`src/rtl/fb_pkg.sv`:
```
// fb_pkg: shared definitions for the frame-buffer UART dump block.
//   FB_SYNC0/FB_SYNC1 : stream sync bytes (0xA5, 0x5A)
//   FB_HDR_LEN        : header length in bytes (sync0, sync1, X_MAX, Y_MAX)
//   dump_state_e      : dump FSM states of fb_uart_dump
//   tx_state_e        : handshake states of fb_uart_byte_sender
//   byte_kind_e       : source of the byte currently being sent
//   hdr_byte()        : header byte for a given header index
package fb_pkg;

  localparam logic [7:0]  FB_SYNC0   = 8'hA5;
  localparam logic [7:0]  FB_SYNC1   = 8'h5A;
  localparam int unsigned FB_HDR_LEN = 4;

  typedef enum logic [2:0] {
    ST_IDLE,
    ST_HDR,
    ST_RD_HI,
    ST_RD_LO,
    ST_SEND,
    ST_WAIT,
    ST_TRAILER,
    ST_FIN
  } dump_state_e;

  typedef enum logic [1:0] {
    TX_IDLE,
    TX_SEND,
    TX_WAIT_HI,
    TX_WAIT_LO
  } tx_state_e;

  typedef enum logic [1:0] {
    BK_HDR,
    BK_PIX,
    BK_CKSUM
  } byte_kind_e;

  function automatic logic [7:0] hdr_byte(input logic [1:0] idx,
                                          input logic [7:0] x_max,
                                          input logic [7:0] y_max);
    logic [7:0] b;
    case (idx)
      2'd0:    b = FB_SYNC0;
      2'd1:    b = FB_SYNC1;
      2'd2:    b = x_max;
      default: b = y_max;
    endcase
    return b;
  endfunction

endpackage

```
`src/rtl/fb_uart_byte_sender.sv`:
```
// fb_uart_byte_sender: one-byte handshake towards uart_tx.
//   clk_i, rst_i  : clock, synchronous active-high reset
//   send_i        : 1-cycle request, accepted in idle; data_i latched then
//   data_i        : byte to send
//   tx_busy_i     : uart_tx busy
//   tx_start_o    : 1-cycle start pulse, only issued while tx_busy_i=0
//   tx_data_o     : latched byte, stable until the next accepted send
//   sent_o        : 1-cycle pulse once the byte has left (busy fell, or
//                   busy never rose within 2 cycles)
module fb_uart_byte_sender
  import fb_pkg::*;
(
  input  logic       clk_i,
  input  logic       rst_i,
  input  logic       send_i,
  input  logic [7:0] data_i,
  input  logic       tx_busy_i,
  output logic       tx_start_o,
  output logic [7:0] tx_data_o,
  output logic       sent_o
);

  tx_state_e  state_q, state_d;
  logic [7:0] data_q, data_d;
  logic       tmo_q, tmo_d;

  always_ff @(posedge clk_i) begin
    if (rst_i) begin
      state_q <= TX_IDLE;
      data_q  <= '0;
      tmo_q   <= 1'b0;
    end else begin
      state_q <= state_d;
      data_q  <= data_d;
      tmo_q   <= tmo_d;
    end
  end

  always_comb begin
    state_d    = state_q;
    data_d     = data_q;
    tmo_d      = tmo_q;
    tx_start_o = 1'b0;
    sent_o     = 1'b0;
    case (state_q)
      TX_IDLE: begin
        if (send_i) begin
          data_d  = data_i;
          state_d = TX_SEND;
        end
      end
      TX_SEND: begin
        if (!tx_busy_i) begin
          tx_start_o = 1'b1;
          tmo_d      = 1'b0;
          state_d    = TX_WAIT_HI;
        end
      end
      TX_WAIT_HI: begin
        // uart_tx that never raises busy is treated as done after 2 cycles
        if (tx_busy_i) begin
          state_d = TX_WAIT_LO;
        end else if (tmo_q) begin
          sent_o  = 1'b1;
          state_d = TX_IDLE;
        end else begin
          tmo_d = 1'b1;
        end
      end
      TX_WAIT_LO: begin
        if (!tx_busy_i) begin
          sent_o  = 1'b1;
          state_d = TX_IDLE;
        end
      end
      default: state_d = TX_IDLE;
    endcase
  end

  assign tx_data_o = data_q;

endmodule

```
`src/rtl/fb_uart_dump.sv`:
```
// fb_uart_dump: streams the 4-bit frame buffer over uart_tx.
//   Stream: A5 5A X_MAX Y_MAX, then X_MAX*Y_MAX/2 bytes {pix[2k], pix[2k+1]}.
//   Optional macro FB_DUMP_CKSUM_EN appends a modulo-256 sum of pixel bytes.
// Ports:
//   clk, rst          : clock, synchronous active-high reset
//   start / busy/done : dump request, activity flag, end-of-dump pulse
//   mem_req/mem_gnt   : shared BRAM port request and arbiter grant
//   mem_addr/mem_dout : BRAM address (BASE + pixel index), read data (+1 cycle)
//   tx_start/tx_data  : uart_tx start pulse and byte
//   tx_busy           : uart_tx busy
module fb_uart_dump
  import fb_pkg::*;
#(
  parameter int unsigned X_MAX  = 160,
  parameter int unsigned Y_MAX  = 80,
  parameter int unsigned WIDTH  = 4,
  parameter int unsigned ADDR_W = 15,
  parameter int unsigned BASE   = 0
) (
  input  logic              clk,
  input  logic              rst,
  input  logic              start,
  output logic              busy,
  output logic              done,
  output logic              mem_req,
  input  logic              mem_gnt,
  output logic [ADDR_W-1:0] mem_addr,
  input  logic [WIDTH-1:0]  mem_dout,
  output logic              tx_start,
  output logic [7:0]        tx_data,
  input  logic              tx_busy
);

  localparam int unsigned N  = X_MAX * Y_MAX;
  localparam int unsigned PW = $clog2(N + 1);

  dump_state_e      state_q, state_d;
  byte_kind_e       kind_q, kind_d;
  logic [PW-1:0]    pix_q, pix_d;
  logic [1:0]       hdr_idx_q, hdr_idx_d;
  logic [WIDTH-1:0] hi_q, hi_d, lo_q, lo_d;
  logic             rd_vld_q, rd_vld_d;
  logic             rd_hi_q, rd_hi_d;
  logic             send;
  logic             sent;
  logic [7:0]       tx_byte;
`ifdef FB_DUMP_CKSUM_EN
  logic [7:0]       cksum_q, cksum_d;
`endif

  always_ff @(posedge clk) begin
    if (rst) begin
      state_q   <= ST_IDLE;
      kind_q    <= BK_HDR;
      pix_q     <= '0;
      hdr_idx_q <= '0;
      hi_q      <= '0;
      lo_q      <= '0;
      rd_vld_q  <= 1'b0;
      rd_hi_q   <= 1'b0;
    end else begin
      state_q   <= state_d;
      kind_q    <= kind_d;
      pix_q     <= pix_d;
      hdr_idx_q <= hdr_idx_d;
      hi_q      <= hi_d;
      lo_q      <= lo_d;
      rd_vld_q  <= rd_vld_d;
      rd_hi_q   <= rd_hi_d;
    end
  end

`ifdef FB_DUMP_CKSUM_EN
  always_ff @(posedge clk) begin
    if (rst) cksum_q <= '0;
    else     cksum_q <= cksum_d;
  end
`endif

  always_comb begin
    case (kind_q)
      BK_HDR:   tx_byte = hdr_byte(hdr_idx_q, 8'(X_MAX), 8'(Y_MAX));
      BK_PIX:   tx_byte = {hi_q, lo_q};
`ifdef FB_DUMP_CKSUM_EN
      BK_CKSUM: tx_byte = cksum_q;
`endif
      default:  tx_byte = '0;
    endcase
  end

  always_comb begin
    state_d   = state_q;
    kind_d    = kind_q;
    pix_d     = pix_q;
    hdr_idx_d = hdr_idx_q;
    rd_vld_d  = 1'b0;
    rd_hi_d   = rd_hi_q;
    hi_d      = hi_q;
    lo_d      = lo_q;
    mem_req   = 1'b0;
    send      = 1'b0;
`ifdef FB_DUMP_CKSUM_EN
    cksum_d   = cksum_q;
`endif

    // Read data arrives the cycle after a granted address, whatever the state.
    if (rd_vld_q) begin
      if (rd_hi_q) hi_d = mem_dout;
      else         lo_d = mem_dout;
    end

    case (state_q)
      ST_IDLE: begin
        if (start) begin
          pix_d     = '0;
          hdr_idx_d = '0;
          kind_d    = BK_HDR;
          state_d   = ST_HDR;
`ifdef FB_DUMP_CKSUM_EN
          cksum_d   = '0;
`endif
        end
      end
      ST_HDR: begin
        kind_d  = BK_HDR;
        state_d = ST_SEND;
      end
      ST_RD_HI: begin
        mem_req = 1'b1;
        if (mem_gnt) begin
          pix_d    = pix_q + 1'b1;
          rd_vld_d = 1'b1;
          rd_hi_d  = 1'b1;
          state_d  = ST_RD_LO;
        end
      end
      ST_RD_LO: begin
        mem_req = 1'b1;
        if (mem_gnt) begin
          pix_d    = pix_q + 1'b1;
          rd_vld_d = 1'b1;
          rd_hi_d  = 1'b0;
          kind_d   = BK_PIX;
          state_d  = ST_SEND;
        end
      end
      ST_SEND: begin
        // wait out the low-nibble capture before handing the byte over
        if (!rd_vld_q) begin
          send    = 1'b1;
          state_d = ST_WAIT;
`ifdef FB_DUMP_CKSUM_EN
          if (kind_q == BK_PIX) cksum_d = cksum_q + tx_byte;
`endif
        end
      end
      ST_WAIT: begin
        if (sent) begin
          case (kind_q)
            BK_HDR: begin
              if (hdr_idx_q == 2'(FB_HDR_LEN - 1)) begin
                state_d = ST_RD_HI;
              end else begin
                hdr_idx_d = hdr_idx_q + 1'b1;
                state_d   = ST_HDR;
              end
            end
            BK_PIX: begin
              if (pix_q == PW'(N)) begin
`ifdef FB_DUMP_CKSUM_EN
                state_d = ST_TRAILER;
`else
                state_d = ST_FIN;
`endif
              end else begin
                state_d = ST_RD_HI;
              end
            end
            default: state_d = ST_FIN;
          endcase
        end
      end
      ST_TRAILER: begin
        kind_d  = BK_CKSUM;
        state_d = ST_SEND;
      end
      ST_FIN: begin
        pix_d     = '0;
        hdr_idx_d = '0;
        state_d   = ST_IDLE;
      end
      default: state_d = ST_IDLE;
    endcase
  end

  assign busy     = (state_q != ST_IDLE);
  assign done     = (state_q == ST_FIN);
  assign mem_addr = ADDR_W'(BASE) + ADDR_W'(pix_q);

  fb_uart_byte_sender u_sender (
    .clk_i      (clk),
    .rst_i      (rst),
    .send_i     (send),
    .data_i     (tx_byte),
    .tx_busy_i  (tx_busy),
    .tx_start_o (tx_start),
    .tx_data_o  (tx_data),
    .sent_o     (sent)
  );

endmodule

```
`config.mk`:
```
export PLATFORM = sky130hd
export DESIGN_NAME = fb_uart_dump
export DESIGN_NICKNAME = d
export VERILOG_FILES = /design/src/rtl/fb_pkg.sv /design/src/rtl/fb_uart_byte_sender.sv /design/src/rtl/fb_uart_dump.sv
export SDC_FILE = /design/constraint.sdc
export NUM_CORES = 1
export LEC_CHECK = 0
export CORE_MARGIN = 2
export CORE_UTILIZATION = 55
export DETAILED_ROUTE_END_ITERATION = 16
export GPL_TIMING_DRIVEN = 0
export PLACE_DENSITY = 0.84
export SYNTH_ARGS = -nofsm -noshare
export SYNTH_HDL_FRONTEND = slang
export SYNTH_SLANG_ARGS = --single-unit
```
`constraint.sdc`:
```
create_clock -name clk -period 3.1 [get_ports clk]
set_clock_uncertainty 0.2 [all_clocks]
set_input_delay 0.31 -clock clk [delete_from_list [all_inputs] [get_ports clk]]
set_output_delay 0.31 -clock clk [all_outputs]
set_load 0.005 [all_outputs]
```
==> results of run 1 <==
## layout make-up
class                   instances  area [sq um]
multi-input cells             188          1180
plain buffers                  14          65.1
repair buffers                 34           340
flip-flops and latches         42           841
fillers                       296          1050
clock inverters                 1          30.0
inverters                      14          52.6
clock buffers                   7          76.3
well taps                      48          60.1
## through the flow
stage | cells | utilization, %
floorplan | 258 | -
global placement | 340 | 68.8
detailed placement | 340 | 68.8
CTS | 348 | 71.6
global route | 348 | 71.6
finish | 348 | 71.6
## cells by family (layout without fill, tap and decap cells)
kind of cell,after synthesis,in the layout,synth area share [%]
DFF,42,42,39.4
other,1,1,0.176
adders and majority gates,8,8,4.69
AOI/OAI and AO/OA,70,70,20.6
and+or+nand+nor,101,101,26.0
buffers and inverters,28,70,5.51
muxes,5,5,2.40
xor gates and xnor gates,3,3,1.23
## worst max-delay path: cells and delay by family, from the launching register on
family,cells,cell delay (ps)
DFF,1,410
buffers and inverters,3,1200
and+or+nand+nor,1,180
## state kept, by name, summed over array words and instances (netlist names)
signal,count
u_sender.state_q,2
hdr_idx_q,2
hi_q,4
kind_q,2
lo_q,4
pix_q,14
state_q,3
rd_hi_q,1
rd_vld_q,1
u_sender.tmo_q,1
u_sender.tx_data_o,8
## where the power goes
group          switching, mW  internal (mW)  total, mW  leakage [nW]
Sequential            0.0304          0.577      0.608         0.340
Clock                  0.181          0.241      0.421        0.0524
Combinational          0.150          0.152      0.302         0.495
Total                  0.361          0.971       1.33         0.888
## final timing paths
kind / endpoint / slack (ps) / depth (start not counted)
hold / removal: hi_q[0] / 260 / 2
hold reg to reg: hi_q[0] / 260 / 2
setup / recovery: busy / 520 / 4
setup reg to reg: state_q[0] / 740 / 6
## cell usage after synthesis (2+ instances only)
| library cell | number |
|---|---|
| nor2_1 | 23 |
| nand4_1 | 2 |
| nand3_1 | 8 |
| o21a_1 | 4 |
| nor3_1 | 3 |
| ha_1 | 8 |
| a21oi_1 | 27 |
| clkbuf_1 | 10 |
| or3_1 | 13 |
| inv_1 | 14 |
| and3_1 | 3 |
| a32oi_1 | 2 |
| nand2b_1 | 7 |
| or4_1 | 3 |
| nor3b_1 | 3 |
| and4_1 | 3 |
| nor4_1 | 2 |
| mux2i_1 | 4 |
| nand2_1 | 19 |
| nand4b_1 | 2 |
| dfxtp_1 | 42 |
| a31oi_1 | 2 |
| a221oi_1 | 8 |
| nor2b_1 | 5 |
| o21ai_0 | 18 |
| xnor2_1 | 2 |
## routing by layer
metal | vias to the layer above | GRT usage [%] | routed length (um)
met5 | - | 0 | 0
met4 | 0 | 9.18 | 76
met3 | 9 | 5.11 | 239
met2 | 66 | 39.4 | 2320
met1 | 928 | 31.4 | 2290
li1 | 1013 | - | -
==> results.yml, run 1 <==
grt:
  grtUsageTotal_pct: 24.2
  grt_max_degree: 13
  grt_overflow: 0
  grt_pass1_wl_um: 8210
  grt_pass1_vias: 1823
  antenna_found_initial: 0
setup_path:
  rr_startpoint: "pix_q[0]"
  path_cells: "clkbuf_1 > clkbuf_1 > or3_1 > clkdlybuf4s50_1"
  cp.arrival_ps: 2070
  crit_fanout: 10
  slowest_stage: "clkdlybuf4s50_1"
  startpoint: "state_q[1]"
  required_ps: 2590
  end_kind: "primary output"
  start_kind: "register"
  crit_type: "reg -> out"
  max_stage_delay_ps: 500
  cp_common_cell: "clkbuf_1"
synth:
  synthesis.area_sq_um: 2140
  seq_area_frac_synth_pct: 39.4
  syn-num-nets: 275
  synth_edf_count: 0
  synth_top_cells_by_area: "dfxtp_1, a21oi_1, ha_1"
  synthFlopType: "dfxtp_1"
  synth_cell_types: 47
  async_flop_share_pct: 0
  synthCells: 258
  yosys.area.top_type: "dfxtp_1"
  yosys.area.top_type_share_pct: 39.4
  yosysWarnings: 0
  synth_seq_cells: 42
  avgSynthCellArea_sq_um: 8.28
clock_network:
  cts_resized: 0
  postCtsHoldBufs: 0
  cts_num_sinks: 42
  tritoncts: "done"
  postCtsSetupRepairBufs: 0
  cts_buffers: 5
  clkLatencyLatePin_ps: 290
  clockRootBuffer: "clkbuf_8"
  clk_pin_slew_ps: 80
  h-tree-depth: 2
  clock_path_buffers: 2
timing:
  drv_slew: 0
  whs_ps: 260
  max_freq_ghz: 0.387
  fin_ws_ps: 516
  rsz0062_at_grt: "no"
  tightest_slew_ps: 547
  hold_viol: 0
  setup_viol: 0
  slew_headroom_pct: 63.2
  fin_crit_sh_pct: 83.3
  fin_tns_setup_ps: 0
  min_period_ps: 2580
cells_and_area:
  nets: 316
  mostFrequentLayoutCell: "dfxtp_1"
  final_cell_mix: "dfxtp_1, clkdlybuf4s50_1, a21oi_1"
  antenna_cells: 0
  area_delta_synth_final_pct: 23.7
  drive_gt1_share_pct: 5.00
  fin_area_sq_um: 2640
detailed_routing:
  drtIter0Drc: 106
  viasPerCell: 5.79
  vias: 2016
  routedWlPerCell_um: 14.1
  wl_um: 4920
  drcViolationCount: 0
  dr.pass1.iters: 4
  ant_nets: 0
power:
  ir_drop_mv: 0.325
  leakagePower_nw: 0.888
  p_total_mw: 1.33
  power_density_nw_per_um2: 504
worst_hold_path:
  hold_path_class: "reg -> reg"
  worstHoldStart: "hi_q[0]"
floorplanning:
  die_x_um: 66.3
  rows: 22
  start_util_pct: 57.9
  core_area_sq_um: 3690
  pin_count: 36
  chipHeight_um: 66.3
  dieArea_sq_um: 4400
placed_design:
  routabilityCongestion: 0.882
  hpwlAfterDp_um: 3450
  placed_area_sq_um: 2540
  io_buffers: 34
  post-place-ws_ps: 656
run_status:
  status: "complete, no violations"
job:
  max_cap_viol_count: 0
No activity file was read; power rests on OpenSTA's default activity.
==> run 2: changes to the inputs <==
--- a/config.mk
+++ b/config.mk
@@ -6,10 +6,10 @@
 export NUM_CORES = 1
 export LEC_CHECK = 0
 export CORE_MARGIN = 2
-export CORE_UTILIZATION = 55
+export CORE_UTILIZATION = 47
 export DETAILED_ROUTE_END_ITERATION = 16
 export GPL_TIMING_DRIVEN = 0
-export PLACE_DENSITY = 0.84
+export PLACE_DENSITY = 0.77
 export SYNTH_ARGS = -nofsm -noshare
 export SYNTH_HDL_FRONTEND = slang
 export SYNTH_SLANG_ARGS = --single-unit
==> constraint.sdc (replaced) <==
create_clock -name clk -period 2.3 [get_ports clk]
set_clock_uncertainty 0.2 [all_clocks]
set_input_delay 0.23 -clock clk [delete_from_list [all_inputs] [get_ports clk]]
set_output_delay 0.23 -clock clk [all_outputs]
set_load 0.005 [all_outputs]
==> run 2 against run 1 <==
  * Sequential cell count stayed put
  * Sequential power is 35% higher
  * Register-to-register slack worse by 530 ps
  * Critical path depth is 2 higher
  * Cell count is 1.1% higher
  * Non-clock buffer count stayed put
  * Critical endpoint is now state_q[0]
  * Highest routed layer unchanged
==> results.yml, run 2 (synthesis gave the netlist of run 1 again) <==
grt:
  grt_pass1_wl_um: 7980
  antenna_found_initial: 0
  grt_pass1_vias: 1715
  grt_overflow: 0
  grt_max_degree: 15
  grtUsageTotal_pct: 19.9
power:
  clkPwrFrac_pct: 36.8
  leakagePower_nw: 0.926
  ir_drop_mv: 0.456
  switching_power_mw: 0.522
  p_total_mw: 1.94
  pwr-share-seq_pct: 42.2
  power_density_nw_per_um2: 715
  switching_share_pct: 26.9
  p_int_mw: 1.42
  pwr-share-comb_pct: 21.0
setup_path:
  cp.arrival_ps: 2130
  end_kind: "register"
  required_ps: 2340
  crit_fanout: 5
  start_kind: "register"
  crit_type: "reg -> reg"
placed_design:
  routabilityCongestion: 0.777
  hpwlAfterDp_um: 3470
  placed_area_sq_um: 2540
  io_buffers: 34
  post-place-ws_ps: -55.7
clock_network:
  cts_resized: 6
  clk_pin_slew_ps: 90
  clock_path_buffers: 2
  clkLatencyLatePin_ps: 310
  tritoncts: "done"
  postCtsHoldBufs: 0
  h-tree-depth: 2
  cts_num_sinks: 42
  postCtsSetupRepairBufs: 0
  clockRootBuffer: "clkbuf_8"
  cts_buffers: 5
cells_and_area:
  antenna_cells: 0
  final_cell_mix: "dfxtp_1, clkdlybuf4s50_1, a21oi_1"
  mostFrequentLayoutCell: "dfxtp_1"
  largest_reg_flops: 14
  drive_gt1_share_pct: 7.33
  multiInputGateArea_sq_um: 1190
  regArea_sq_um: 842
  nets: 316
  area_delta_synth_final_pct: 27.0
  fin_area_sq_um: 2710
  fill_cells: 401
  top_register: "pix_q"
timing:
  drv_slew: 0
  rsz0062_at_grt: "no"
  whs_ps: 266
  max_freq_ghz: 0.478
  fin_crit_sh_pct: 91.0
  setup_viol: 0
  hold_viol: 0
  min_period_ps: 2090
  fin_tns_setup_ps: 0
  slew_headroom_pct: 64.9
  fin_ws_ps: 206
  tightest_slew_ps: 526
floorplanning:
  pin_count: 36
  die_x_um: 71.4
  chipHeight_um: 71.4
  start_util_pct: 49.1
  rows: 24
  dieArea_sq_um: 5100
  core_area_sq_um: 4350
detailed_routing:
  viasPerCell: 5.64
  vias: 1984
  ant_nets: 0
  drtIter0Drc: 118
  dr.pass1.iters: 4
  drcViolationCount: 0
  wl_um: 4860
  routedWlPerCell_um: 13.8
run_status:
  status: "complete, no violations"
worst_hold_path:
  hold_path_class: "reg -> reg"
job:
  max_cap_viol_count: 0
==> run 2: changes by cell type in the layout (fill, tap and decap cells not counted), sizes merged <==
cell	previous run	this run
clkdlybuf4s50	34	33
clkbuf	17	15
dlymetal6s2s	0	1
clkinv	0	1
bufinv	1	2
==> run 2: routing by layer <==
layer / up-vias / share of wire, % / track usage [%]
met5: - / 0 / 0
met4: 0 / 1.9 / 7.76
met3: 8 / 5.2 / 5.91
met2: 45 / 44 / 29.2
met1: 917 / 49 / 27.6
li1: 1014 / - / -
==> run 2: layout make-up <==
cell class	count	area share, %
multi-input combinational	188	44.0
sequential	42	31.0
timing repair buffer	34	12.6
buffer	14	2.95
clock buffer	5	2.54
clock inverter	3	2.54
tap	52	2.40
inverter	14	1.94
==> run 2: power by group through the flow <==
| stage | Combinational (mW) | Clock [mW] | Sequential (mW) |
|---|---|---|---|
| global placement | 0.399 | 0 | 0.834 |
| finish | 0.407 | 0.713 | 0.818 |
| CTS | 0.407 | 0.724 | 0.818 |
| floorplan | 0.243 | 0 | 0.832 |
| global route | 0.445 | 0.755 | 0.824 |
| detailed placement | 0.404 | 0 | 0.836 |
==> run 2: critical path, cell delays in order (launching register included) <==
cell      delay, ps
dfxtp_1         350
inv_1            90
ha_1            170
or4b_2          630
nor4_4          340
a211oi_1        130
o22ai_1         120
==> run 2: path summary, 6_finish.rpt <==
| path | depth (start not counted) | end | slack (ps) | start |
|---|---|---|---|---|
| setup / recovery | 6 | state_q[0] | 210 | pix_q[0] |
| hold / removal | 2 | hi_q[1] | 270 | hi_q[1] |
| setup reg to reg | 6 | state_q[0] | 210 | pix_q[0] |
| hold reg to reg | 2 | hi_q[1] | 270 | hi_q[1] |
==> run 2: metrics by stage <==
| stage | instances | utilization (%) |
|---|---|---|
| 2_1_floorplan | 258 | - |
| 3_3_place_gp | 344 | 58.4 |
| 3_5_place_dp | 344 | 58.4 |
| 4_1_cts | 352 | 61.9 |
| 5_1_grt | 352 | 62.3 |
| 6_report | 352 | 62.3 |
